`config.mk`:
```
export PLATFORM = sky130hd
export DESIGN_NAME = mem_arbiter
export DESIGN_NICKNAME = d
export VERILOG_FILES = /design/src/rtl/mem_arb_pkg.sv /design/src/rtl/arb_starve_sel.sv /design/src/rtl/mem_arbiter.sv
export SDC_FILE = /design/constraint.sdc
export NUM_CORES = 1
export LEC_CHECK = 0
export ABC_AREA = 0
export CAP_MARGIN = 20
export CORE_AREA = 3 3 111 113
export CTS_BUF_LIST = sky130_fd_sc_hd__clkbuf_2 sky130_fd_sc_hd__clkbuf_4 sky130_fd_sc_hd__clkbuf_8
export DETAILED_ROUTE_END_ITERATION = 8
export DIE_AREA = 0 0 114 116
export PLACE_DENSITY = 0.77
export SLEW_MARGIN = 20
export SYNTH_ARGS = -nofsm -noshare
export SYNTH_HDL_FRONTEND = slang
export SYNTH_SLANG_ARGS = --single-unit
export TNS_END_PERCENT = 100
```
`constraint.sdc`:
```
create_clock -name clk -period 1.75 [get_ports clk]
set_input_delay 0.35 -clock clk [delete_from_list [all_inputs] [get_ports clk]]
set_output_delay 0.35 -clock clk [all_outputs]
set_load 0.005 [all_outputs]
```
`src/rtl/mem_arb_pkg.sv`:
```
// Shared types for the instruction/data memory-port arbiter.
package mem_arb_pkg;

    typedef enum logic [1:0] {
        IDLE   = 2'd0,
        WAIT_I = 2'd1,
        WAIT_D = 2'd2
    } state_t;

    typedef enum logic {
        OWN_I = 1'b0,
        OWN_D = 1'b1
    } owner_t;

    localparam logic [3:0] BE_FULL = 4'hF;

endpackage

```
`src/rtl/arb_starve_sel.sv`:
```
// Two-requester selector: data has priority unless the instruction side has
// waited through STARVE_MAX consecutive data grants.
module arb_starve_sel #(
    parameter int STARVE_MAX = 4
) (
    input  logic clk,
    input  logic rst,
    input  logic i_req,
    input  logic d_req,
    input  logic accept,
    output logic grant_i,
    output logic grant_d
);

    localparam int CW = (STARVE_MAX < 1) ? 1 : $clog2(STARVE_MAX + 1);
    localparam logic [CW-1:0] CNT_MAX = CW'(STARVE_MAX);

    logic [CW-1:0] cnt_q;
    logic [CW-1:0] cnt_d;

    always_comb begin
        grant_i = i_req & (~d_req | (cnt_q == CNT_MAX));
        grant_d = d_req & ~grant_i;
    end

    // The count only measures an uninterrupted wait by the fetch side.
    always_comb begin
        cnt_d = cnt_q;
        if (!i_req || (accept && grant_i)) begin
            cnt_d = '0;
        end else if (accept && grant_d && (cnt_q != CNT_MAX)) begin
            cnt_d = cnt_q + 1'b1;
        end
    end

    always_ff @(posedge clk) begin
        if (rst) begin
            cnt_q <= '0;
        end else begin
            cnt_q <= cnt_d;
        end
    end

endmodule

```
`src/rtl/mem_arbiter.sv`:
```
// Shares one memory port between fetch and the LSU, one transaction in flight,
// with registered response routing and stale-fetch suppression on jumps.
module mem_arbiter
    import mem_arb_pkg::*;
#(
    parameter int NBITS      = 32,
    parameter int STARVE_MAX = 4
) (
    input  logic             clk,
    input  logic             rst,
    input  logic             i_req,
    input  logic [NBITS-1:0] i_addr,
    input  logic             i_flush,
    output logic             i_ready,
    output logic             i_valid,
    output logic [NBITS-1:0] i_rdata,
    input  logic             d_req,
    input  logic             d_we,
    input  logic [NBITS-1:0] d_addr,
    input  logic [NBITS-1:0] d_wdata,
    input  logic [3:0]       d_be,
    output logic             d_ready,
    output logic             d_valid,
    output logic [NBITS-1:0] d_rdata,
    output logic             mem_req,
    output logic             mem_we,
    output logic [NBITS-1:0] mem_addr,
    output logic [NBITS-1:0] mem_wdata,
    output logic [3:0]       mem_be,
    input  logic             mem_gnt,
    input  logic             mem_valid,
    input  logic [NBITS-1:0] mem_rdata
);

    state_t           state_q;
    logic             drop_q;
    logic             i_valid_q;
    logic             d_valid_q;
    logic [NBITS-1:0] i_rdata_q;
    logic [NBITS-1:0] d_rdata_q;

    logic   idle;
    logic   sel_i;
    logic   sel_d;
    logic   accept;
    owner_t winner;

    assign idle = (state_q == IDLE) && !rst;

    arb_starve_sel #(
        .STARVE_MAX(STARVE_MAX)
    ) u_sel (
        .clk     (clk),
        .rst     (rst),
        .i_req   (i_req),
        .d_req   (d_req),
        .accept  (accept),
        .grant_i (sel_i),
        .grant_d (sel_d)
    );

    assign winner = sel_i ? OWN_I : OWN_D;

    always_comb begin
        mem_req   = 1'b0;
        mem_we    = 1'b0;
        mem_addr  = '0;
        mem_wdata = '0;
        mem_be    = '0;
        if (idle && (sel_i || sel_d)) begin
            mem_req = 1'b1;
            if (winner == OWN_I) begin
                mem_addr = i_addr;
                mem_be   = BE_FULL;
            end else begin
                mem_we    = d_we;
                mem_addr  = d_addr;
                mem_wdata = d_wdata;
                mem_be    = d_be;
            end
        end
    end

    assign accept  = mem_req & mem_gnt;
    assign i_ready = accept & (winner == OWN_I);
    assign d_ready = accept & (winner == OWN_D);

    // A jump seen at acceptance or while waiting marks the fetch response stale.
    always_ff @(posedge clk) begin
        if (rst) begin
            state_q   <= IDLE;
            drop_q    <= 1'b0;
            i_valid_q <= 1'b0;
            d_valid_q <= 1'b0;
            i_rdata_q <= '0;
            d_rdata_q <= '0;
        end else begin
            i_valid_q <= 1'b0;
            d_valid_q <= 1'b0;
            case (state_q)
                IDLE: begin
                    if (accept) begin
                        state_q <= (winner == OWN_I) ? WAIT_I : WAIT_D;
                        drop_q  <= (winner == OWN_I) && i_flush;
                    end
                end
                WAIT_I: begin
                    if (mem_valid) begin
                        state_q <= IDLE;
                        drop_q  <= 1'b0;
                        if (!drop_q && !i_flush) begin
                            i_valid_q <= 1'b1;
                            i_rdata_q <= mem_rdata;
                        end
                    end else if (i_flush) begin
                        drop_q <= 1'b1;
                    end
                end
                WAIT_D: begin
                    if (mem_valid) begin
                        state_q   <= IDLE;
                        d_valid_q <= 1'b1;
                        d_rdata_q <= mem_rdata;
                    end
                end
                default: state_q <= IDLE;
            endcase
        end
    end

    assign i_valid = i_valid_q;
    assign d_valid = d_valid_q;
    assign i_rdata = i_rdata_q;
    assign d_rdata = d_rdata_q;

endmodule

```
==> results.toml <==
[layout]
instances_no_fill = 958
mostFrequentLayoutCell = "clkdlybuf4s50_1"
n_fill_cell = 886
drive_gt1_share_pct = 33.0
final_cell_mix = "202 x clkdlybuf4s50_1, 168 x nand2_1, 74 x a21oi_1"
nets = 955
area_delta_synth_final_pct = 127

[sta]
finalHoldViolations = 0
fin_ws_ns = -0.470
slew_headroom_pct = 51.3
worst-slew-pin-transition_ns = 0.730
setup_tns_ns = -27.69
rsz0062_at_grt = "true"
period_minus_slack_ns = 2.22
max_freq_ghz = 0.450
hold-worst-slack_ns = 0.454
skew_ns = 0.00549
final_max_slew_viol_count = 0
setup_violations = 75
finalCritPeriodShare_pct = 127

[floorplanning]
core_region_area_um2 = 11400
die_x_um = 114
chipHeight_um = 116
die_area_um2 = 13200
initial_core_util_pct = 29.8
std_cell_rows = 39
pin_count = 278

[global_route]
track_usage_pct = 23.8
antenna_found_initial = 1
grt_pass1_vias = 4653
grt_start_max_net_pins = 71
grt_remaining_overflow = 0
grt_first_pass_wirelength_mm = 24.8

[cts]
cts_max_path_buffers = 2
cts_root_buffer = "clkbuf_8"
clk_pin_slew_worst_paths_ns = 0.07
cts_buffers = 9
cts_tree = "done"
htreeDepth = 3
clock_latency_ns = 0.34
clkSinkCount = 72
postCtsHoldBufs = 0

[placed_design]
place_ws_ns = -0.801
post-place-cells = 905
io_buffers = 277
hpwl_mm = 11.9
place.gp.congestion = 0.938

[pwr]
vdd_drop_max_uv = 652
p_leak_nw = 3.12
powerDensity_nw_per_um2 = 551

[detailed_routing]
ant_nets = 0
wl_met2_mm = 9.10
via_per_inst = 4.87
drt_wl_total_mm = 17.7
first_pass_iters = 4
drt_iter0_markers = 210
vias = 4666
drc = 0
routedWlPerCell_um = 18.5
met1_length_mm = 6.28
wl_met3_mm = 1.72
routed.top_layer = "met4"

[setup_path]
start_kind = "register"
end_kind = "output pin"
crit_path_max_fanout = 5
crit_arrival_ns = 1.87
path_class = "register to output pin"
cp_data_required_time_ns = 1.40

[logic_synthesis]
synth_nets = 639
synth_area_um2 = 3400
synth-warning-count = 0
syn_inst = 494
postSynthAreaPerCell_um2 = 6.88
ys_seq_area_share_pct = 42.4
synth.distinct_cells = 29
ys_ff_latch = 72

[run]
drv_cap = 0

[hold_path]
hp-class = "register to register"

[status]
outcome = "finished with violations"
violations = "setup timing"
state kept, by name, indices dropped and copies added, names as in the netlist:
signal,count
d_valid,1
drop_q,1
d_rdata,32
u_sel.cnt_q,3
i_valid,1
state_q,2
i_rdata,32
metrics by stage:
stage               util [%]  instance area, um^2  total power, mW
floorplan                  -                 3410             2.00
global placement        57.1                 6520             2.70
detailed placement      57.1                 6520             2.71
CTS                     62.1                 7090             4.12
global route            67.7                 7720             4.46
finish                  67.7                 7720             4.26
final timing paths:
kind,startpoint,slack [ns],cells past startpoint,endpoint
min reg2reg,d_rdata[27]$_SDFFE_PP0P_,0.45,2,d_rdata[27]$_SDFFE_PP0P_
max reg2reg,state_q[0]$_SDFFE_PP0P_,-0.14,10,u_sel.cnt_q[2]$_SDFFE_PP0P_
min,d_rdata[27]$_SDFFE_PP0P_,0.45,2,d_rdata[27]$_SDFFE_PP0P_
max,u_sel.cnt_q[1]$_SDFFE_PP0P_,-0.47,9,mem_addr[15]
logic make-up after synthesis:
logic type / count (synthesis) / synth area share, %
flops: 72 / 42.4
simple gates: 262 / 33.5
compound gates: 108 / 16.4
buf+inv: 47 / 5.89
fa+ha+maj: 5 / 1.84
metal layers:
layer | vias to the layer above | GRT usage [%]
met5 | - | 0
met4 | 0 | 10.3
met3 | 38 | 7.99
met2 | 207 | 41.5
met1 | 2172 | 26.5
li1 | 2249 | -
layout make-up:
type	count	area (um^2)	share of cell area [%]
antenna	1	2.50	0.0324
clock buffer	12	146	1.90
clock inverter	3	43.8	0.567
inverter	8	37.5	0.486
multi-input combinational	375	2310	29.9
sequential	72	1450	18.7
tap	143	179	2.32
timing repair buffer	344	3560	46.0
cell usage after synthesis:
cell type	number	area share (%)
inv_1	7	0.77
clkbuf_1	22	2.4
o21ai_0	2	0.29
nand4b_1	1	0.26
ha_1	5	1.8
nor3_2	1	0.29
or4_1	1	0.22
or3_1	3	0.55
or2_1	1	0.18
buf_6	1	0.33
nand4_1	1	0.18
inv_2	1	0.11
nand2_1	197	22
nor4_1	1	0.18
nor2b_1	1	0.18
nand2_2	1	0.18
nand2b_1	3	0.55
a21oi_1	102	15
a21bo_2	1	0.29
nor2b_4	1	0.40
and2_1	2	0.37
o2bb2ai_1	3	0.77
clkbuf_2	2	0.29
nand3_4	1	0.52
dfxtp_1	72	42
buf_2	11	1.6
buf_1	3	0.33
and3_1	33	6.1
nor2_1	14	1.5
worst max-delay path, cell delays in order, from the launching register on:
cell and delay (ns):
dfxtp_2 0.34, inv_2 0.05, ha_4 0.14, a21bo_4 0.24, and2_4 0.21, buf_12 0.15, clkbuf_16 0.15, nand2_2 0.06
a21oi_1 0.05, buf_2 0.14
where the power goes:
| part | switching [mW] | internal (mW) |
|---|---|---|
| Sequential | 0.0138 | 1.66 |
| Combinational | 0.520 | 0.787 |
| Clock | 0.576 | 0.699 |
| Total | 1.11 | 3.15 |
what timing repair did:
item	4_1_cts	5_1_grt
gates cloned	9	5
endpoints found under the setup margin	73	74
pin swaps	15	50
buffers inserted	16	15
resized for setup	361	137
No activity file was read; power rests on OpenSTA's default activity.
